`config.mk`:
```
export PLATFORM = sky130hd
export DESIGN_NAME = ahb_reg_slave
export DESIGN_NICKNAME = d
export VERILOG_FILES = /design/src/rtl/ahb_pkg.sv /design/src/rtl/ahb_reg_bank.sv /design/src/rtl/ahb_reg_slave.sv
export SDC_FILE = /design/constraint.sdc
export NUM_CORES = 1
export LEC_CHECK = 0
export CAP_MARGIN = 0
export CELL_PAD_IN_SITES_DETAIL_PLACEMENT = 1
export CELL_PAD_IN_SITES_GLOBAL_PLACEMENT = 1
export CORE_ASPECT_RATIO = 0.9
export CORE_MARGIN = 4
export CORE_UTILIZATION = 40
export CTS_CLUSTER_DIAMETER = 120
export CTS_CLUSTER_SIZE = 24
export DETAILED_ROUTE_END_ITERATION = 8
export PLACE_DENSITY_LB_ADDON = 0.1
export SLEW_MARGIN = 10
export SYNTH_ARGS = -nofsm -noshare
export SYNTH_HDL_FRONTEND = slang
export SYNTH_SLANG_ARGS = --single-unit
```
`constraint.sdc`:
```
create_clock -name HCLK -period 32.3 [get_ports HCLK]
set_input_delay 6.46 -clock HCLK [delete_from_list [all_inputs] [get_ports HCLK]]
set_output_delay 6.46 -clock HCLK [all_outputs]
set_load 0.02 [all_outputs]
```
`src/rtl/ahb_pkg.sv`:
```
// Shared AHB-Lite encodings, FSM state codes and the byte-strobe helper
// used by the register responder and its register bank.
package ahb_pkg;

  localparam logic [1:0] HTRANS_IDLE   = 2'b00;
  localparam logic [1:0] HTRANS_BUSY   = 2'b01;
  localparam logic [1:0] HTRANS_NONSEQ = 2'b10;
  localparam logic [1:0] HTRANS_SEQ    = 2'b11;

  localparam logic [1:0] HRESP_OKAY  = 2'b00;
  localparam logic [1:0] HRESP_ERROR = 2'b01;

  localparam logic [2:0] HSIZE_BYTE = 3'b000;
  localparam logic [2:0] HSIZE_HALF = 3'b001;
  localparam logic [2:0] HSIZE_WORD = 3'b010;

  localparam logic [2:0] ST_IDLE = 3'd0;
  localparam logic [2:0] ST_WAIT = 3'd1;
  localparam logic [2:0] ST_DATA = 3'd2;
  localparam logic [2:0] ST_ERR1 = 3'd3;
  localparam logic [2:0] ST_ERR2 = 3'd4;

  // Control captured in the address phase and consumed in the data phase.
  typedef struct packed {
    logic       write;
    logic [3:0] strb;
  } xfer_ctl_t;

  function automatic logic [3:0] byte_strobe(input logic [2:0] size,
                                             input logic [1:0] addr_lo);
    case (size)
      HSIZE_BYTE: return 4'b0001 << addr_lo;
      HSIZE_HALF: return 4'b0011 << addr_lo;
      default:    return 4'b1111;
    endcase
  endfunction

endpackage

```
`src/rtl/ahb_reg_bank.sv`:
```
// Register array with a byte-strobed write port and a combinational read
// port that forwards a same-cycle committing write.
module ahb_reg_bank
  import ahb_pkg::*;
#(
  parameter int REG_NUM = 8,
  parameter int IDX_W   = 3
) (
  input  logic                   HCLK,
  input  logic                   H_REST,
  input  logic                   we,
  input  logic [IDX_W-1:0]       wr_idx,
  input  logic [3:0]             wr_strb,
  input  logic [31:0]            wr_data,
  input  logic [IDX_W-1:0]       rd_idx,
  output logic [31:0]            rd_data,
  output logic [32*REG_NUM-1:0]  reg_out
);

  logic [31:0] regs [REG_NUM];

  // NOTE: these are control registers that peripherals act on straight out of
  // reset, so the array is reset like ordinary flops rather than left as RAM.
  always_ff @(posedge HCLK or posedge H_REST) begin
    if (H_REST) begin
      for (int i = 0; i < REG_NUM; i++) regs[i] <= '0;
    end else if (we) begin
      for (int b = 0; b < 4; b++)
        if (wr_strb[b]) regs[wr_idx][8*b +: 8] <= wr_data[8*b +: 8];
    end
  end

  // A read sampled on the same edge a write commits sees the merged word.
  always_comb begin
    rd_data = regs[rd_idx];
    if (we && (wr_idx == rd_idx))
      for (int b = 0; b < 4; b++)
        if (wr_strb[b]) rd_data[8*b +: 8] = wr_data[8*b +: 8];
  end

  for (genvar k = 0; k < REG_NUM; k++) begin : g_out
    assign reg_out[32*k +: 32] = regs[k];
  end

endmodule

```
`src/rtl/ahb_reg_slave.sv`:
```
// AHB-Lite register responder: decode, wait-state FSM and ERROR handling.
// Define AHB_REG_SLAVE_PROT_EN to reject user-mode writes to register 0.
module ahb_reg_slave
  import ahb_pkg::*;
#(
  parameter int REG_NUM            = 8,
  parameter int WAIT_CYCLES        = 0,
  parameter int C_S_AHB_DATA_WIDTH = 32,
  parameter int C_S_AHB_ADDR_WIDTH = 32
) (
  input  logic                          HCLK,
  input  logic                          H_REST,
  input  logic                          HSEL,
  input  logic [C_S_AHB_ADDR_WIDTH-1:0] S_HADDR,
  input  logic [1:0]                    S_HTRANS,
  input  logic [2:0]                    S_HBURST,
  input  logic [2:0]                    S_HSIZE,
  input  logic [3:0]                    S_HPORT,
  input  logic                          S_HWRITE,
  input  logic [31:0]                   S_HWDATA,
  output logic [31:0]                   HRDATA,
  output logic [1:0]                    HRESP,
  output logic                          HREADY_o,
  output logic [32*REG_NUM-1:0]         REG_OUT
);

  localparam int         IDX_W     = (REG_NUM > 1) ? $clog2(REG_NUM) : 1;
  localparam int         OFF_W     = C_S_AHB_ADDR_WIDTH - 2;
  localparam logic [3:0] WAIT_LAST = (WAIT_CYCLES > 0) ? 4'(WAIT_CYCLES - 1) : 4'd0;

  logic [2:0]       state_q, state_d;
  logic [3:0]       cnt_q, cnt_d;
  logic [IDX_W-1:0] idx_q, rd_idx;
  xfer_ctl_t        ctl_q;
  logic [OFF_W-1:0] word_off;
  logic             accept, bad, bad_prot, load_rd, commit;
  logic [31:0]      rd_data;
  logic             unused_bits;

  assign word_off = S_HADDR[C_S_AHB_ADDR_WIDTH-1:2];
  assign accept   = HSEL && S_HTRANS[1] && HREADY_o;

`ifdef AHB_REG_SLAVE_PROT_EN
  assign bad_prot = S_HWRITE && !S_HPORT[1] && (word_off == '0);
`else
  assign bad_prot = 1'b0;
`endif

  assign bad = (word_off >= OFF_W'(REG_NUM)) || (S_HSIZE > HSIZE_WORD)
            || ((S_HSIZE == HSIZE_HALF) && S_HADDR[0])
            || ((S_HSIZE == HSIZE_WORD) && (S_HADDR[1:0] != 2'b00))
            || bad_prot;

  // Burst type is irrelevant: every beat is decoded on its own.
  assign unused_bits = ^{S_HBURST, S_HPORT};

  assign HREADY_o = !((state_q == ST_WAIT) || (state_q == ST_ERR1));
  assign HRESP    = ((state_q == ST_ERR1) || (state_q == ST_ERR2)) ? HRESP_ERROR : HRESP_OKAY;
  assign commit   = (state_q == ST_DATA) && ctl_q.write;
  assign rd_idx   = (state_q == ST_WAIT) ? idx_q : word_off[IDX_W-1:0];

  // NOTE: every output of this block gets a default first so that no path
  // through the case leaves one unassigned and infers a latch.
  always_comb begin
    state_d = state_q;
    cnt_d   = cnt_q;
    load_rd = 1'b0;
    case (state_q)
      ST_WAIT: begin
        if (cnt_q == WAIT_LAST) begin
          state_d = ST_DATA;
          cnt_d   = '0;
          load_rd = !ctl_q.write;
        end else begin
          cnt_d = cnt_q + 4'd1;
        end
      end
      ST_ERR1: state_d = ST_ERR2;
      default: begin
        if (!accept)               state_d = ST_IDLE;
        else if (bad)              state_d = ST_ERR1;
        else if (WAIT_CYCLES > 0)  state_d = ST_WAIT;
        else begin
          state_d = ST_DATA;
          load_rd = !S_HWRITE;
        end
      end
    endcase
  end

  // NOTE: state is updated with non-blocking assignments so every flop sees
  // the pre-edge values, and the reset is asynchronous so a transfer in
  // flight is abandoned immediately.
  always_ff @(posedge HCLK or posedge H_REST) begin
    if (H_REST) begin
      state_q <= ST_IDLE;
      cnt_q   <= '0;
      idx_q   <= '0;
      ctl_q   <= '0;
      HRDATA  <= '0;
    end else begin
      state_q <= state_d;
      cnt_q   <= cnt_d;
      if (accept) begin
        idx_q <= word_off[IDX_W-1:0];
        ctl_q <= '{write: S_HWRITE, strb: byte_strobe(S_HSIZE, S_HADDR[1:0])};
      end
      if (load_rd) HRDATA <= rd_data;
    end
  end

  ahb_reg_bank #(
    .REG_NUM (REG_NUM),
    .IDX_W   (IDX_W)
  ) u_bank (
    .HCLK    (HCLK),
    .H_REST  (H_REST),
    .we      (commit),
    .wr_idx  (idx_q),
    .wr_strb (ctl_q.strb),
    .wr_data (S_HWDATA),
    .rd_idx  (rd_idx),
    .rd_data (rd_data),
    .reg_out (REG_OUT)
  );

endmodule

```
# == Word-level counts from Yosys, hierarchy flattened ==
# Cells that the tools add are included.
# word_totals
romBits,0
memories,0
elab_cells,89
latchBits,0
inputBits,80
ramBits,0
out_inout_bits,291
reg_bits,303
# classes
n_eq_ne,8
n_reduce_logical,18
n_shift,2
n_bitwise,2
div,0
order_cmp,5
multipliers,0
addsub,1
n_mux,39
# ops
operator,count
256-bit two-way mux,7
256-bit bitwise mux,4
32-bit demux with 3-bit select,4
32-bit two-way mux,4
32-bit binary-select mux with 3-bit select,1
8-bit two-way mux,5
"30-bit by 4-bit greater-or-equal comparator with 1-bit output, second input constant",1
24-bit two-way mux,1
16-bit two-way mux,1
"3-bit by 2-bit equality test with 1-bit output, second input constant",3
"4-bit greater-or-equal comparator, second input constant",2
3-bit NOT with 4-bit output,2
4-bit one-hot mux with 2 select lines,1
1-bit logical AND,7
"3-bit by 1-bit equality test with 1-bit output, second input constant",2
3-bit two-way mux,2
3-bit one-hot mux with 2 select lines,1
1-bit logical OR,5
1-bit two-way mux,5
"4-bit by 1-bit adder with 4-bit output, second input constant",1
4-bit logical NOT,1
"4-bit by 1-bit < comparator with 1-bit output, second input constant",1
4-bit two-way mux,1
"1-bit by 2-bit << shifter with 4-bit output, first input constant",1
10 further kinds,12

# == Logic depth before layout (Yosys ltp) ==
# depth
word_depth,16
ltp_mapped,9
depth_no_buf,7

# == Cells and area by module ==
# A second synthesis with hierarchy kept.
# hier_totals
hier_cells,880
area_unflattened_um2,14184.9
# modules_own_cells
mod,area_each_um2,n_inst,cells_per_inst
ahb_reg_bank,12149.2,1,723
ahb_reg_slave,2035.7,1,157

# == Least setup slack after synthesis ==
# No wires, ideal clock.
# synth_timing
path_kind,input-to-reg
from,in S_HADDR[7]
to,reg HRDATA[10]
setup_slack_ns,24.151
path_buffers,2
t_required_ns,32.204
arrival_time_ns,8.053
cell_stages,7
path_cell_list,nor4_1 > nand4_1 > or3_1 > o32a_1 > buf_2 > clkbuf_1 > o31ai_1
# synth_between
elab_chain_cells,7
# synth_lines
element,line_no,text
start: declaration,ahb_reg_slave.sv:14,"input logic [C_S_AHB_ADDR_WIDTH-1:0] S_HADDR,"
30-bit by 4-bit greater-or-equal comparator with 1-bit output,ahb_reg_slave.sv:49,assign bad = (word_off >= OFF_W'(REG_NUM)) || (S_HSIZE > HSIZE_WORD)
1-bit logical OR,ahb_reg_slave.sv:49,
1-bit logical OR,ahb_reg_slave.sv:50,|| ((S_HSIZE == HSIZE_HALF) && S_HADDR[0])
1-bit logical OR,ahb_reg_slave.sv:51,|| ((S_HSIZE == HSIZE_WORD) && (S_HADDR[1:0] != 2'b00))
1-bit two-way mux,ahb_reg_slave.sv:81,else if (bad) state_d = ST_ERR1;
1-bit two-way mux,ahb_reg_slave.sv:80,if (!accept) state_d = ST_IDLE;
1-bit one-hot mux with 2 select lines,ahb_reg_slave.sv:68,case (state_q)
end signal: assignment,ahb_reg_slave.sv:108,if (load_rd) HRDATA <= rd_data;
end: declaration,ahb_reg_slave.sv:21,"output logic [31:0] HRDATA,"
# No other way between the ends.
# A chain may end at the register's enable or synchronous reset.

# == Worst setup path in the final report ==
# layout_timing
from,in S_HADDR[2]
to,reg HRDATA[10]
# layout_between
elab_chain_cells,7
elab_cells_between_ends,16
# layout_lines
element,line_no
30-bit by 4-bit greater-or-equal comparator with 1-bit output / 3-bit two-way mux (equally long branches),"ahb_reg_slave.sv:49, ahb_reg_slave.sv:60"
1-bit logical OR / 3-bit NOT with 4-bit output (equally long branches),"ahb_reg_slave.sv:49, ahb_reg_bank.sv:35"
1-bit logical OR / 32-bit binary-select mux with 3-bit select (equally long branches),"ahb_reg_slave.sv:50, ahb_reg_bank.sv:35"
1-bit logical OR / 32-bit two-way mux (equally long branches),"ahb_reg_slave.sv:51, ahb_reg_bank.sv:35"
1-bit two-way mux / 32-bit two-way mux (equally long branches),"ahb_reg_slave.sv:81, ahb_reg_bank.sv:35"
1-bit two-way mux / 8-bit two-way mux (equally long branches),"ahb_reg_slave.sv:80, ahb_reg_bank.sv:38"
1-bit one-hot mux with 2 select lines / 32-bit two-way mux (equally long branches),"ahb_reg_slave.sv:68, ahb_reg_bank.sv:36"
# Several ways; a longest one is shown, not always the timed one. The select of a mux whose other input is x is not followed.

==> flow_summary.ini <==
[floorplanning]
die-height_um = 187
start_util = 0.406
ios = 371
die_x_um = 207
core_um2 = 35100
rows = 65
dieArea_um2 = 38700

[clock_network]
clockBufferDepth = 3
cts_setup_buffers = 0
htree_levels = 1
cts-buffers-inserted = 16
clk_pin_slew_ns = 0.10
clock_sinks = 303
cts-root-buf = clkbuf_16
hold_buffers = 0
clk_latency_ns = 0.52
cts_resized = 0
cts_tree = built

[sta]
finalCritPeriodShare = 0.284
hold_viol_final = 0
worstMarginPinSlew_ns = 0.943
clock_skew_ns = 0.0302
period_minus_slack_ns = 9.17
fin_tns_setup_ns = 0
fmax_ghz = 0.109
hold_ws_ns = 0.488
rsz0062_at_grt = no
slew_headroom = 0.358
maxSlewViolCount = 0
setup_viol = 0

[power]
p_per_area_nw_per_um2 = 92.2
switching_share = 0.392
p_clk_frac = 0.130
internal_power_w = 0.00104
power_switching_w = 0.000668
ir_drop_v = 0.0000583
seqPwrFrac = 0.391
pwr-share-comb = 0.479
power.static_leakage_nw = 7.49

[global_routing]
grt_pass1_vias = 12100
grtUsageTotal = 0.247
grt_pass1_wl_um = 75900
grt_max_degree = 121
gr-total-overflow = 0
antenna_found_initial = 0

[drt]
wire_per_inst_um = 24.5
routed_wl_um = 49000
drc = 0
num_vias = 11100
ant_nets = 0
drtPass1Iterations = 4
vias_per_cell = 5.58
drtIter0Drc = 444

[synth]
synth.net_count = 1320
synth.most_common_cell = dfrtp_1
async_flop_share = 1.00
ys_ff_latch = 303
ys.flop_type = dfrtp_1
synth_cell_types = 47
syn_inst = 1238
synth-xor-area-share = 0.00184
synth_simple_gate_area_frac = 0.0939
synth_compound_area_frac = 0.123
ys_seq_area_frac = 0.532
syn_avg_cell_area_um2 = 11.5
synth_top_area_cell = dfrtp_1
synth_top_family_by_area = multiplexers
synth_fa_ha_area_frac = 0.00175
syn_area_um2 = 14300
synth_top_cell_area_share = 0.532
synth_edf_count = 0
ys_warn_count = 0
muxShareOfSynthArea = 0.211
synth_area_leaders = dfrtp_1, mux2_2, nand2_1, a21oi_1, a221oi_1
yosys-top-cells-count = dfrtp_1, mux2_2, nand2_1

[worst_hold_path]
hold_start = cnt_q[3]$_DFFE_PP0P_
whs_endpoint = cnt_q[3]$_DFFE_PP0P_
hold_path_class = register to register
whs_path_depth = 1

[critical_path]
r2r_slack_ns = 28.60
worst_ep_required_time_ns = 32.71
critical_path_class = input port to register
setup.worst_path.end_class = register
cp-start-kind = input port
reg2reg_depth = 7
arrival_ns = 9.58
worstPathMaxFanout = 78
r2r_start = state_q[1]$_DFFE_PP0P_
timing.rr.end = HRDATA[10]$_DFFE_PP0P_

[placed_design]
hpwl_um = 33000
port_buffers = 361
gp_congestion = 0.792

[layout]
n_antenna_cell = 0
fillCellCount = 3697
area_growth_pct = 29.7
fin_nets = 1610
drive_above_1_share = 0.220

[outcome]
status = completed

[job]
maxCapViolations = 0
[layout by cell type, fill, tap and decap left out, types with 7 or more instances in the layout]
cell type        count
o31ai_2             18
clkbuf_16           17
nor3_1              35
clkdlybuf4s50_1    361
a21oi_2              9
mux2_2             261
a221oi_1            52
dfrtp_1            303
nor4_1               7
a221oi_2            12
o31ai_1             15
nor2_1              40
buf_4               12
a21oi_1            122
and2_1               7
nand2_1            206
[how the worst max path moves through the flow]
stage	endpoint	slack, ns	depth (start not counted)	start
after floorplan	HRDATA[0]$_DFFE_PP0P_	17.47	1	H_REST
final	HRDATA[10]$_DFFE_PP0P_	23.13	7	S_HADDR[2]
after global placement	HRDATA[10]$_DFFE_PP0P_	22.74	7	S_HADDR[2]
after global routing	HRDATA[10]$_DFFE_PP0P_	22.96	7	S_HADDR[2]
after detailed placement	HRDATA[17]$_DFFE_PP0P_	22.66	7	S_HADDR[2]
after CTS	HRDATA[10]$_DFFE_PP0P_	23.20	7	S_HADDR[2]
[worst max-delay path, stage by stage]
cell and delay [ns]:
clkdlybuf4s50_1 0.66, mux2_4 0.63, buf_4 0.79, nand2_1 0.16, a221oi_1 0.43, nor3_1 0.08
o31ai_1 0.24
[per-layer routing]
metal  routed length (µm)  track usage  part of all wire  up-vias
met5                    0            0                 0        -
met4                 1500       0.0669             0.031        0
met3                 3070       0.0632             0.063       75
met2                23000        0.404              0.47      283
met1                21400        0.330              0.44     5764
li1                     -            -                 -     5013
[per-stage QoR]
step,worst slack [ns],instances,total power (W),cell area [µm²],util
2_1_floorplan,17.47,1238,0.00106,14300,-
3_3_place_gp,22.74,1979,0.00148,18100,0.514
3_5_place_dp,22.66,1979,0.00150,18100,0.514
4_1_cts,23.20,1997,0.00173,18500,0.527
5_1_grt,22.96,1997,0.00180,18500,0.527
6_report,23.13,1997,0.00171,18500,0.527
[power by group through the flow]
stage / logic [W] / clock network, W / registers (W)
6_report: 0.000817 / 0.000222 / 0.000668
5_1_grt: 0.000868 / 0.000241 / 0.000691
4_1_cts: 0.000828 / 0.000229 / 0.000668
3_5_place_dp: 0.000824 / 0 / 0.000675
3_3_place_gp: 0.000811 / 0 / 0.000668
2_1_floorplan: 0.000234 / 0 / 0.000831
[flip-flops by register name, indices dropped and copies added (netlist names)]
signal,cells
state_q,3
ctl_q,5
cnt_q,4
idx_q,3
HRDATA,32
u_bank.reg_out,256
[final cells by class]
class	instances	area, µm²	share of cell area
repair buffers	373	3700	0.200
multi-input cells	830	6170	0.334
inverters	4	22.5	0.00122
flip-flops and latches	303	7580	0.410
clock inverters	1	11.3	0.000609
clock buffers	17	425	0.0230
well taps	469	587	0.0317
[kinds of logic (layout without fill, tap and decap cells)]
logic type	Yosys count	after routing
adders and majority gates	2	2
buffers and inverters	105	395
AOI/OAI and AO/OA	242	242
xor gates and xnor gates	3	3
and+or+nand+nor	317	317
DFF	303	303
muxes	265	265
other	1	1
No activity file was read; power rests on OpenSTA's default activity.
